**src/rtl/serial_frame_seq.sv**
```systemverilog
// rtl/serial_frame_seq.sv - frame sequencer driving the 7-way serial bit-select mux
module serial_frame_seq #(
    parameter int         BIT_CYCLES = 4,
    parameter logic [7:0] THRESH     = 8'h80
) (
    input  logic       clk,
    input  logic       rst_n,
    input  logic       start,
    input  logic [3:0] data_h,
    input  logic [3:0] data_l,
    output logic [2:0] muxsel,
    output logic       thrsh,
    output logic       regh_b0,
    output logic       regh_b2,
    output logic       regl_b0,
    output logic       regl_b2,
    output logic       busy,
    output logic       done
);

    localparam logic [2:0] S_IDLE  = 3'd0;
    localparam logic [2:0] S_START = 3'd1;
    localparam logic [2:0] S_FLAG  = 3'd2;
    localparam logic [2:0] S_HIGH  = 3'd3;
    localparam logic [2:0] S_LOW   = 3'd4;
    localparam logic [2:0] S_STOP  = 3'd5;

    localparam logic [7:0] LAST_TICK = 8'(BIT_CYCLES - 1);

    logic [2:0] r_state;
    logic [2:0] w_next_state;
    logic [7:0] r_timer;
    logic [1:0] r_idx;
    logic [3:0] r_regh;
    logic [3:0] r_regl;
    logic [2:0] r_muxsel;
    logic       r_thrsh;
    logic       r_busy;
    logic       r_done;
    logic       w_tick_end;
    logic       w_accept;

    assign w_tick_end = (r_state != S_IDLE) && (r_timer == LAST_TICK);
    assign w_accept   = (r_state == S_IDLE) && start;

    // Select code for the symbol that the next state puts on the line.
    function automatic logic [2:0] sel_code(input logic [2:0] st);
        case (st)
            S_START: sel_code = 3'b000;
            S_FLAG:  sel_code = 3'b010;
            S_HIGH:  sel_code = 3'b011;
            S_LOW:   sel_code = 3'b100;
            default: sel_code = 3'b001;
        endcase
    endfunction

    always_comb begin
        w_next_state = r_state;
        case (r_state)
            S_IDLE:  if (start) w_next_state = S_START;
            S_START: if (w_tick_end) w_next_state = S_FLAG;
            S_FLAG:  if (w_tick_end) w_next_state = S_HIGH;
            S_HIGH:  if (w_tick_end && (r_idx == 2'd3)) w_next_state = S_LOW;
            S_LOW:   if (w_tick_end && (r_idx == 2'd3)) w_next_state = S_STOP;
            S_STOP:  if (w_tick_end) w_next_state = S_IDLE;
            default: w_next_state = S_IDLE;
        endcase
    end

    always_ff @(posedge clk or negedge rst_n) begin
        if (!rst_n) begin
            r_state  <= S_IDLE;
            r_timer  <= 8'd0;
            r_idx    <= 2'd0;
            r_regh   <= 4'd0;
            r_regl   <= 4'd0;
            r_muxsel <= 3'b001;
            r_thrsh  <= 1'b0;
            r_busy   <= 1'b0;
            r_done   <= 1'b0;
        end else begin
            r_state  <= w_next_state;
            r_muxsel <= sel_code(w_next_state);
            r_busy   <= (w_next_state != S_IDLE);
            r_done   <= (r_state == S_STOP) && w_tick_end;

            if ((r_state == S_IDLE) || w_tick_end) begin
                r_timer <= 8'd0;
            end else begin
                r_timer <= r_timer + 8'd1;
            end

            // The 2-bit index wraps back to 0 after the fourth symbol of each nibble.
            if (w_tick_end && ((r_state == S_HIGH) || (r_state == S_LOW))) begin
                r_idx <= r_idx + 2'd1;
            end

            if (w_accept) begin
                r_regh  <= data_h;
                r_regl  <= data_l;
                r_thrsh <= ({data_h, data_l} >= THRESH);
            end

            if (w_tick_end && (r_state == S_HIGH)) begin
                r_regh <= {1'b0, r_regh[3:1]};
            end
            if (w_tick_end && (r_state == S_LOW)) begin
                r_regl <= {1'b0, r_regl[3:1]};
            end
        end
    end

    assign muxsel  = r_muxsel;
    assign thrsh   = r_thrsh;
    assign busy    = r_busy;
    assign done    = r_done;
    assign regh_b0 = r_regh[0];
    assign regh_b2 = r_regh[2];
    assign regl_b0 = r_regl[0];
    assign regl_b2 = r_regl[2];

endmodule

```
**config.mk**
```make
export PLATFORM = sky130hd
export DESIGN_NAME = serial_frame_seq
export DESIGN_NICKNAME = d
export VERILOG_FILES = /design/src/rtl/serial_frame_seq.sv
export SDC_FILE = /design/constraint.sdc
export NUM_CORES = 1
export LEC_CHECK = 0
export ABC_AREA = 1
export ABC_CLOCK_PERIOD_IN_PS = 2500
export CORE_MARGIN = 1
export CORE_UTILIZATION = 43
export DETAILED_ROUTE_END_ITERATION = 8
export PLACE_DENSITY_LB_ADDON = 0.1
export SYNTH_ARGS = -nofsm -noshare
export SYNTH_HDL_FRONTEND = slang
export SYNTH_SLANG_ARGS = --single-unit
```
**constraint.sdc**
```tcl
create_clock -name clk -period 2.5 [get_ports clk]
set_input_delay 0.5 -clock clk [delete_from_list [all_inputs] [get_ports clk]]
set_output_delay 0.5 -clock clk [all_outputs]
set_load 0.03 [all_outputs]
```
# [After elaboration in Yosys (flattened, before gate mapping)]
# Cells that the tools add are included.
[word_totals] reg_bits=27 latch_bits=0 ram_bits=0 rom_bits=0 inputBits=11 out_inout_bits=10 wordCells=50 memories=0
[classes] add_sub_neg=2 n_mul=0 n_div=0 order_cmp=1 n_eq_ne=11 shifts=0 mux=13 bitwise=0 reduce_logical=14
[op_table] op="2-to-1 mux 3 bit" count=6
[op_table] op="case mux 3 bit (6 select lines)" count=1
[op_table] op="2-to-1 mux 4 bit" count=4
[op_table] op="equality test 3 x 2 -> 1 bit (second input constant)" count=4
[op_table] op="case mux 3 bit (4 select lines)" count=1
[op_table] op="equality test 3 bit (second input constant)" count=3
[op_table] op="adder 8 x 1 -> 8 bit (second input constant)" count=1
[op_table] op="equality test 8 x 2 -> 1 bit (second input constant)" count=1
[op_table] op="greater-or-equal comparator 8 bit (second input constant)" count=1
[op_table] op="2-to-1 mux 8 bit" count=1
[op_table] op="logical AND 1 bit" count=7
[op_table] op="equality test 3 x 1 -> 1 bit (second input constant)" count=2
[op_table] op="nonzero test 3 bit" count=2
[op_table] op="nonzero test 2 bit" count=2
[op_table] op="logical NOT 3 bit" count=1
[op_table] op="adder 2 x 1 -> 2 bit (second input constant)" count=1
[op_table] op="equality test 2 bit (second input constant)" count=1
[op_table] op="logical OR 1 bit" count=2

# [Logic depth before layout (Yosys ltp)]
# Gate-level depths: netlist (run 1).
[logic_depth] depth_word=7 depth_mapped=11

# [Worst setup path after synthesis (run 1)]
# Ideal clock, no wire load.
[synth_path] path_type="register to register" startpoint="reg r_timer[0]" endpoint="reg r_regh[1]" setup_time_ns=0.118 arrival_ns=1.311 slack_ns=1.072 stages_incl_launch_ff=9 period_less_slack_ns=1.428 path_cell_list="dfrtp_1 -> ha_1 -> nand3_2 -> nor2_4 -> nand2_1 -> inv_1 -> nor2_2 -> a21oi_1 -> inv_1"
[synth_between] elab_chain_cells=4 elab_cells_between_ends=5 classes_between="eq/ne (1); mux (1); reduce/logical (3)"
[synth_rtl] item="start, declared" line_no="32" source="logic [7:0] r_timer;"
[synth_rtl] item="start signal, assigned" line_no="90" source="r_timer <= r_timer + 8'd1;"
[synth_rtl] item="equality test 8 x 2 -> 1 bit (*)" line_no="43" source="assign w_tick_end = (r_state != S_IDLE) && (r_timer == LAST_TICK);"
[synth_rtl] item="logical AND 1 bit (*)" line_no="43"
[synth_rtl] item="logical AND 1 bit (*)" line_no="104" source="if (w_tick_end && (r_state == S_HIGH)) begin"
[synth_rtl] item="2-to-1 mux 4 bit / nonzero test 2 bit (equally long branches)"
[synth_rtl] item="end signal, assigned" line_no="99" source="r_regh <= data_h;"
[synth_rtl] item="end signal, assigned" line_no="105" source="r_regh <= {1'b0, r_regh[3:1]};"
[synth_rtl] item="end, declared" line_no="34" source="logic [3:0] r_regh;"
# Mark *: on every way between the ends. The rest lies on a longest branch, timed or not.
# A chain may end at the register's enable or synchronous reset.

# [Worst setup path after layout (run 1)]
[layout_path] startpoint="reg r_muxsel[0] (netlist: muxsel[0])" endpoint="out muxsel[0]"
[layout_rtl] item="start, declared" line_no="36" source="logic [2:0] r_muxsel;"
[layout_rtl] item="start signal, assigned" line_no="83" source="r_muxsel <= sel_code(w_next_state);"
[layout_rtl] item="end, declared" line_no="11" source="output logic [2:0] muxsel,"
# No word-level cell between the ends.

==> impl_results.md, run 1 <==
- WL met3: 113 um
- Most common flop cell mapped by yosys: dfrtp_1
- CP Launch Point: muxsel[0]
- MaxCap Viol Count: 0
- Max clock buf depth: 2
- Largest net degree at the start of global routing: 17
- Clk sinks: 27
- Global router's overall resource usage: 17.8%
- Starting DRT DRC Count: 25
- Antenna-violating nets left: 0
- Clk root buf: clkbuf_4
- Cell Chain, Critical Path: clkdlybuf4s50_1
- VDD IR-drop max: 0.000259 V
- Router iterations before antenna repair: 4
- Syn-to-layout area delta: 20.3%
- Number of non-filler instances in the completed layout: 218
- Sw Ratio: 32.8%
- First-pass GRT wire length: 4550 um
- Largest cells by area after synthesis: dfrtp_1 (48%), nand2_1 (10%), inv_1 (6.7%), nor2_1 (4.2%), nand3_1 (3.3%)
- Placed Area: 1600 um^2
- Synth area leader: dfrtp_1
- DR WL met2: 1250 um
- Die Y: 58.0 um
- Crit Path Class: reg2out
- Total gr overflow: 0
- DR top layer: met4
- Tcrit/Tclk final: 80.6%
- Slew @ Worst Pin: 514 ps
- Htree depth: 1
- Max-slew violations: 0
- Outcome: finished clean
- Startpoint types: flip-flop
- Clock power frac: 19.1%
- GPL Wtd Cong: 0.881
- Setup bufs post-CTS: 0
- Die area: 3360 um^2
- CP Capture Type: primary output
- Worst slew margin: 65.6%
- Routed length per instance: 11.4 um
- Rows: 19
- # setup viols final: 0
- Seq cells post-synth: 27
- FMAX: 0.496 GHz
- Final TNS setup: 0 ps
- IO buf count: 20
- Syn nets: 175
- Synthesized area: 1350 um^2
- ANT cells: 0
- YS warnings: 0
- Die W: 58.0 um
- Post-synth ARST share: 100%
- CP Max Fanout: 1
- Initial antenna violation count: 0
- Distinct cells, synth: 27
- Mapped Avg Cell Area: 8.33 um^2
- Crit path buffers/inverters: 1
- Synth Instances: 162
- Synth top area share: 48.2%
- Final nets: 201
- Core footprint: 2850 um^2
- Hold buffers post-CTS: 0
- CTS tree: done
- EDFF count, synth: 0
- Critical R2R Launch: r_timer[0]
- Critical Path Slowest Stage Cell: clkdlybuf4s50_1
- Req. time, crit path: 2000 ps
- Crit path largest cell delay: 650 ps
- Final setup skew: 12.9 ps
- Via count: 1102
- Register area share after synthesis: 50.2%
- Residual DRC: 0
- RSZ-0062 raised after global routing: false
- Period minus WS final: 2010 ps
- Final WL: 2490 um
- Via density: 5.06
- Seq pwr share: 52.6%
- Top delay family on crit path: buffers and inverters
- Pwr Density: 594 nW/um^2
- Leak: 0.850 nW
- DP Cell Count: 214
- Pwr Total: 0.000964 W
- Placed wire-length estimate: 1970 um
- Latest clock arrival within the worst-skew pair: 320 ps
- Top cells by count, synth: nand2_1 (36), dfrtp_1 (26), inv_1 (24), nor2_1 (15), nand3_1 (9)
- Metal-1 WL: 1080 um
- Most common cell in the netlist: nand2_1
- Share of cells above drive strength 1: 15.5%
- Psw: 0.000316 W
- Vias in the first global route: 1082
- Reg clk slew, reported paths: 150 ps
- CTS buffer count: 3
- Crit path arrival time: 1510 ps
- Comb pwr share: 28.3%
- I/O pin cnt: 21
- Internal power: 0.000648 W
- Initial Utilization: 47.3%
- Fin area: 1620 um^2
- Final hold violation count: 0
- # resized after CTS: 0
- Hold WC Path Type: in2async
-- sequential cells by signal, summed over array words and instances, names as in the netlist --
signal and flops:
r_idx 2, r_state 3, done 1, r_timer 8
r_regh 4, muxsel 3, r_regl 4, busy 1
thrsh 1
-- metal layers --
| layer | up-vias | GRT usage [%] |
|---|---|---|
| met1 | 502 | 21.5 |
| met3 | 6 | 2.46 |
| met5 | - | 0 |
| li1 | 554 | - |
| met4 | 0 | 9.18 |
| met2 | 40 | 30.7 |
-- layout by cell type, fill, tap and decap left out --
cell	count
nor2_4	3
xor2_1	1
nor3_1	5
nand3_2	2
a21oi_2	1
nor2_1	15
a21boi_1	1
dfstp_2	1
o211ai_1	1
clkdlybuf4s50_1	20
nand4_1	1
nor3b_1	2
nor2_2	6
nand2_4	2
clkbuf_4	3
o21ai_0	4
a21oi_1	7
nand3_1	9
nand2_2	2
ha_1	2
dfrtp_1	26
inv_1	24
inv_2	6
and3_1	1
xnor2_1	1
buf_4	1
o22ai_1	1
o21ai_2	1
nand2_1	36
a22oi_1	1
clkinv_2	1
-- layout make-up --
type                       instances  area, um^2
clock inverter                     1        5.00
sequential                        27         677
inverter                          30         113
tap                               31        38.8
fill                             270        1230
clock buffer                       3        22.5
timing repair buffer              21         208
multi-input combinational        105         559
-- power groups by stage --
stage                     sequential, W  combinational, W  clock, W
final                          0.000507          0.000273  0.000184
after detailed placement       0.000515          0.000275         0
after global placement         0.000515          0.000269         0
after floorplan                0.000551          0.000143         0
after global routing           0.000511          0.000308  0.000212
after CTS                      0.000507          0.000276  0.000199
-- through the flow --
| step | utilization, % | setup WS [ps] | hold WS (ps) |
|---|---|---|---|
| floorplan | - | 1070 | 204 |
| global placement | 55.9 | 855 | 465 |
| detailed placement | 55.9 | 822 | 464 |
| CTS | 56.9 | 464 | 497 |
| global route | 56.9 | 443 | 526 |
| finish | 56.9 | 485 | 494 |
-- path summary, 6_finish.rpt --
check                              to  slack (ps)  cells after the start
setup reg to reg            r_regh[2]         830                      8
setup / recovery            muxsel[0]         490                      1
min in group clk           r_timer[0]         490                      1
hold reg to reg            r_timer[0]         490                      1
hold / removal             r_timer[5]         490                      1
max in group asynchronous  r_timer[1]        1380                      2
-- logic make-up (layout without fill, tap and decap cells) --
family / after synthesis / count (layout) / share of synthesized area (%)
flip-flops: 27 / 27 / 50.2
buffers and inverters: 30 / 55 / 8.35
AO/OA/AOI/OAI: 17 / 17 / 7.51
XOR/XNOR: 2 / 2 / 1.30
adder cells (fa/ha/maj): 2 / 2 / 1.85
AND/OR/NAND/NOR: 84 / 84 / 30.8
Power figures use the tool's default switching activity.
==> run 2: changes to the inputs <==
--- a/config.mk
+++ b/config.mk
@@ -6,7 +6,7 @@
 export NUM_CORES = 1
 export LEC_CHECK = 0
 export ABC_AREA = 1
-export ABC_CLOCK_PERIOD_IN_PS = 2500
+export ABC_CLOCK_PERIOD_IN_PS = 2100
 export CORE_MARGIN = 1
 export CORE_UTILIZATION = 43
 export DETAILED_ROUTE_END_ITERATION = 8
==> constraint.sdc (replaced) <==
create_clock -name clk -period 2.1 [get_ports clk]
set_input_delay 0.42 -clock clk [delete_from_list [all_inputs] [get_ports clk]]
set_output_delay 0.42 -clock clk [all_outputs]
set_load 0.03 [all_outputs]
==> run 2 against run 1 <==
Net effect: first-iteration DRC count increased by 4.0%; core utilization about the same; sequential power increased by 19%; hold slack got worse by 54 ps; critical path depth unchanged; clock skew decreased by 3.8 ps; cell area about the same; non-clock buffer count unchanged; combinational power increased by 19%; die area unchanged; routed wire length decreased by 4.3%.
==> impl_results.md, run 2 (synthesized netlist as in run 1, its figures left out) <==
- Outcome: finished clean
- Die Y: 58.0 um
- Leak: 0.847 nW
- Routed length per instance: 11.0 um
- Via density: 4.89
- Die area: 3360 um^2
- Cell Chain, Critical Path: clkdlybuf4s50_1
- Rows: 19
- Worst R2R Path Depth: 8
- Crit path largest cell delay: 650 ps
- I/O pin cnt: 21
- Final TNS setup: 0 ps
- Comb pwr share: 28.2%
- Total gr overflow: 0
- Final nets: 201
- Residual DRC: 0
- Antenna-violating nets left: 0
- Share of cells above drive strength 1: 15.0%
- Critical Path Slowest Stage Cell: clkdlybuf4s50_1
- IO buf count: 20
- Global router's overall resource usage: 17.5%
- Starting DRT DRC Count: 26
- Final setup skew: 9.06 ps
- Final WL: 2390 um
- MaxCap Viol Count: 0
- Period minus WS final: 1930 ps
- CTS tree: done
- DP Cell Count: 214
- CTS buffer count: 3
- Worst Hold Slack: 439 ps
- RR Endpoint: r_regh[2]
- Internal power: 0.000775 W
- FMAX: 0.519 GHz
- CP Max Fanout: 1
- CP Capture Type: primary output
- Syn-to-layout area delta: 20.2%
- GPL Wtd Cong: 0.854
- Commonest non-fill, non-tap cells in the layout: nand2_1 (36), dfrtp_1 (26), inv_1 (24)
- Hold WC Path Type: in2async
- RSZ-0062 raised after global routing: false
- # setup viols final: 0
- Htree depth: 1
- Startpoint types: flip-flop
- # resized after CTS: 0
- Clk root buf: clkbuf_4
- VDD IR-drop max: 0.000374 V
- Clock power frac: 19.1%
- Worst R2R Setup Slack: 470 ps
- Hold buffers post-CTS: 0
- Crit path arrival time: 1510 ps
- Crit Path Class: reg2out
- Commonest non-fill, non-tap cell in the layout: nand2_1
- Top delay family on crit path: buffers and inverters
- Reg clk slew, reported paths: 140 ps
- Initial Utilization: 47.3%
- Req. time, crit path: 1680 ps
- Most flops, register: r_timer
- Final hold violation count: 0
- Max FFs per register: 8
- Sw Ratio: 32.6%
- Router iterations before antenna repair: 4
- Core footprint: 2850 um^2
- Clk sinks: 27
- Crit path buffers/inverters: 1
- Max clock buf depth: 2
- Initial antenna violation count: 0
- Setup bufs post-CTS: 0
- Die W: 58.0 um
- Vias in the first global route: 1075
- Tcrit/Tclk final: 91.8%
- Pwr Density: 708 nW/um^2
- ANT cells: 0
- First-pass GRT wire length: 4420 um
- Psw: 0.000374 W
- Worst slew margin: 77.9%
- Via count: 1067
- Largest net degree at the start of global routing: 28
- Placed wire-length estimate: 1860 um
- Fillers: 282
- Max-slew violations: 0
- Critical R2R Launch: r_timer[0]
- CP Launch Point: muxsel[0]
- Slew @ Worst Pin: 332 ps
- Number of non-filler instances in the completed layout: 218
- Largest registers: r_timer (8), r_regh (4), r_regl (4)
- Seq pwr share: 52.6%
- Latest clock arrival within the worst-skew pair: 330 ps
==> run 2: cell types whose count changed in the layout (fill, tap and decap cells not counted) <==
| cell | previous run | this run |
|---|---|---|
| clkbuf_1 | 0 | 1 |
| clkinv_2 | 1 | 0 |
==> run 2: worst register-to-register path: stages, from the launching register on <==
cell,delay [ps]
dfrtp_1,420
ha_1,240
nand3_2,110
nor2_4,210
nand2_1,100
inv_1,160
nor2_2,80
a21oi_1,160
inv_1,60
==> run 2: power groups by stage <==
stage	sequential (W)	combinational [W]	clock, W
2_1_floorplan	0.000656	0.000170	0
6_report	0.000604	0.000324	0.000220
3_5_place_dp	0.000614	0.000327	0
3_3_place_gp	0.000613	0.000322	0
4_1_cts	0.000604	0.000328	0.000233
5_1_grt	0.000610	0.000368	0.000256
==> run 2: routing by layer <==
| metal | routed length [um] | GRT usage [%] | vias to the layer above |
|---|---|---|---|
| li1 | - | - | 549 |
| met1 | 1100 | 21.0 | 487 |
| met2 | 1150 | 30.4 | 26 |
| met3 | 93 | 2.46 | 5 |
| met4 | 53 | 9.18 | 0 |
| met5 | 0 | 0 | - |
==> run 2: layout make-up <==
| type | count | area, um^2 | area share [%] |
|---|---|---|---|
| repair buffers | 21 | 208 | 12.8 |
| inverters | 30 | 113 | 6.94 |
| flip-flops and latches | 27 | 677 | 41.7 |
| clock buffers | 4 | 26.3 | 1.62 |
| multi-input cells | 105 | 559 | 34.5 |
| well taps | 31 | 38.8 | 2.39 |
==> run 2: how the worst max path moves through the flow <==
stage,to,depth (start not counted),slack [ps]
after floorplan,r_regh[1],8,670
after global placement,muxsel[0],7,510
after detailed placement,r_regh[2],6,470
after CTS,muxsel[0],1,150
after global routing,muxsel[0],1,130
final,muxsel[0],1,170
==> run 2: metrics by stage <==
stage	cell area [um^2]	total power (W)	setup WS (ps)	utilization, %
global route	1620	0.00123	130	56.8
detailed placement	1600	0.000941	468	55.9
floorplan	1350	0.000826	672	-
finish	1620	0.00115	172	56.8
global placement	1600	0.000935	511	55.9
CTS	1620	0.00117	150	56.8
==> run 3: changes to the inputs <==
--- a/config.mk
+++ b/config.mk
@@ -8,7 +8,7 @@
 export ABC_AREA = 1
 export ABC_CLOCK_PERIOD_IN_PS = 2100
 export CORE_MARGIN = 1
-export CORE_UTILIZATION = 43
+export CORE_UTILIZATION = 25
 export DETAILED_ROUTE_END_ITERATION = 8
 export PLACE_DENSITY_LB_ADDON = 0.1
 export SYNTH_ARGS = -nofsm -noshare
==> run 3 against run 2 <==
Net effect: power up 6.4%; sequential power hardly changed; flip-flop and latch count unchanged; critical path type unchanged; cell count rose by 18%; clock power grew 34%; routed wire length increased by 11%.
==> impl_results.md, run 3 (synthesized netlist as in run 1, its figures left out) <==
- Comb pwr share: 26.5%
- Final TNS setup: 0 ps
- # setup viols final: 0
- CP Capture Type: primary output
- Cell Chain, Critical Path: clkdlybuf4s50_1
- Max-slew violations: 0
- Top delay family on crit path: buffers and inverters
- Final nets: 201
- RSZ-0062 raised after global routing: false
- Initial Utilization: 26.2%
- Number of non-filler instances in the completed layout: 257
- Clock power frac: 24.1%
- Antenna-violating nets left: 0
- Residual DRC: 0
- Leak: 0.855 nW
- Clk sinks: 27
- Rows: 26
- Die area: 5690 um^2
- Share of cells above drive strength 1: 15.0%
- Commonest non-fill, non-tap cell in the layout: nand2_1
- # resized after CTS: 0
- Sw Ratio: 31.6%
- Via count: 1072
- Req. time, crit path: 1680 ps
- First-pass GRT wire length: 4720 um
- Crit Path Class: reg2out
- Multi-input logic area: 559 um^2
- CTS buffer count: 3
- IO buf count: 20
- I/O pin cnt: 21
- Fillers: 570
- Clk root buf: clkbuf_8
- Hold buffers post-CTS: 0
- Internal power: 0.000835 W
- Die W: 75.5 um
- Largest net degree at the start of global routing: 28
- Max FFs per register: 8
- Seq pwr share: 49.5%
- Htree depth: 1
- CTS tree: done
- Register area: 677 um^2
- Psw: 0.000386 W
- Slew @ Worst Pin: 350 ps
- Die Y: 75.5 um
- Global router's overall resource usage: 11.1%
- Initial antenna violation count: 0
- GPL Wtd Cong: 0.779
- Pwr Density: 723 nW/um^2
- Placed wire-length estimate: 2060 um
- Max clock buf depth: 2
- Fin area: 1690 um^2
- Largest registers: r_timer (8), r_regh (4), r_regl (4)
- Starting DRT DRC Count: 28
- Placed Area: 1640 um^2
- Crit path buffers/inverters: 1
- Outcome: finished clean
- CP Max Fanout: 1
- Final setup skew: 5.94 ps
- Hold WC Path Type: reg2reg
- Syn-to-layout area delta: 25.2%
- DP Cell Count: 253
- ANT cells: 0
- Routed length per instance: 10.3 um
- Tcrit/Tclk final: 88.7%
- Crit path arrival time: 1440 ps
- Critical Path Slowest Stage Cell: clkdlybuf4s50_1
- Latest clock arrival within the worst-skew pair: 270 ps
- Via density: 4.17
- Reg clk slew, reported paths: 90 ps
- VDD IR-drop max: 0.000241 V
- Setup bufs post-CTS: 0
- Crit path largest cell delay: 660 ps
- Total gr overflow: 0
- Commonest non-fill, non-tap cells in the layout: nand2_1 (36), dfrtp_1 (26), inv_1 (24)
- Most flops, register: r_timer
- Vias in the first global route: 1091
- Worst slew margin: 76.7%
- Router iterations before antenna repair: 4
- Final hold violation count: 0
- Final WL: 2650 um
- Final core utilization: 32.9%
- FMAX: 0.537 GHz
- MaxCap Viol Count: 0
- Startpoint types: flip-flop
- Core footprint: 5140 um^2
- Period minus WS final: 1860 ps
## run 3: cell types whose count changed in the layout (fill, tap and decap cells not counted)
| cell | change |
|---|---|
| clkbuf_4 | -3 |
| clkbuf_8 | +3 |
## run 3: power groups by stage
| stage | clock network [W] | registers, W | logic [W] |
|---|---|---|---|
| final | 0.000294 | 0.000604 | 0.000323 |
| after global routing | 0.000339 | 0.000610 | 0.000366 |
| after CTS | 0.000316 | 0.000605 | 0.000332 |
| after detailed placement | 0 | 0.000614 | 0.000331 |
| after global placement | 0 | 0.000616 | 0.000329 |
| after floorplan | 0 | 0.000656 | 0.000170 |
## run 3: cell type report
type	instances	area share (%)
repair buffers	21	12.3
well taps	70	5.19
inverters	30	6.67
flip-flops and latches	27	40.1
multi-input cells	105	33.1
clock buffers	4	2.67
## run 3: metrics by stage
stage / hold WS [ps] / setup slack [ps] / total power (W)
after floorplan: 124 / 672 / 0.000826
after global placement: 465 / 491 / 0.000944
after detailed placement: 467 / 496 / 0.000945
after CTS: 489 / 222 / 0.00125
after global routing: 524 / 202 / 0.00132
final: 481 / 237 / 0.00122
## run 3: per-layer routing
metal / track usage (%) / vias up / share of wire (%)
li1: - / 558 / -
met1: 13.6 / 488 / 50
met2: 18.9 / 24 / 45
met3: 2.25 / 2 / 4.0
met4: 4.73 / 0 / 1.0
met5: 0 / - / 0
## run 3: final timing paths
check	to	slack (ps)	depth (start not counted)	startpoint
max	muxsel[0]	240	1	muxsel[0]
min	r_regh[1]	480	2	r_regh[1]
max reg2reg	r_regh[2]	510	8	r_timer[0]
min reg2reg	r_regh[1]	480	2	r_regh[1]
max in group asynchronous	muxsel[0]	1280	2	rst_n
min in group asynchronous	r_timer[6]	520	2	rst_n
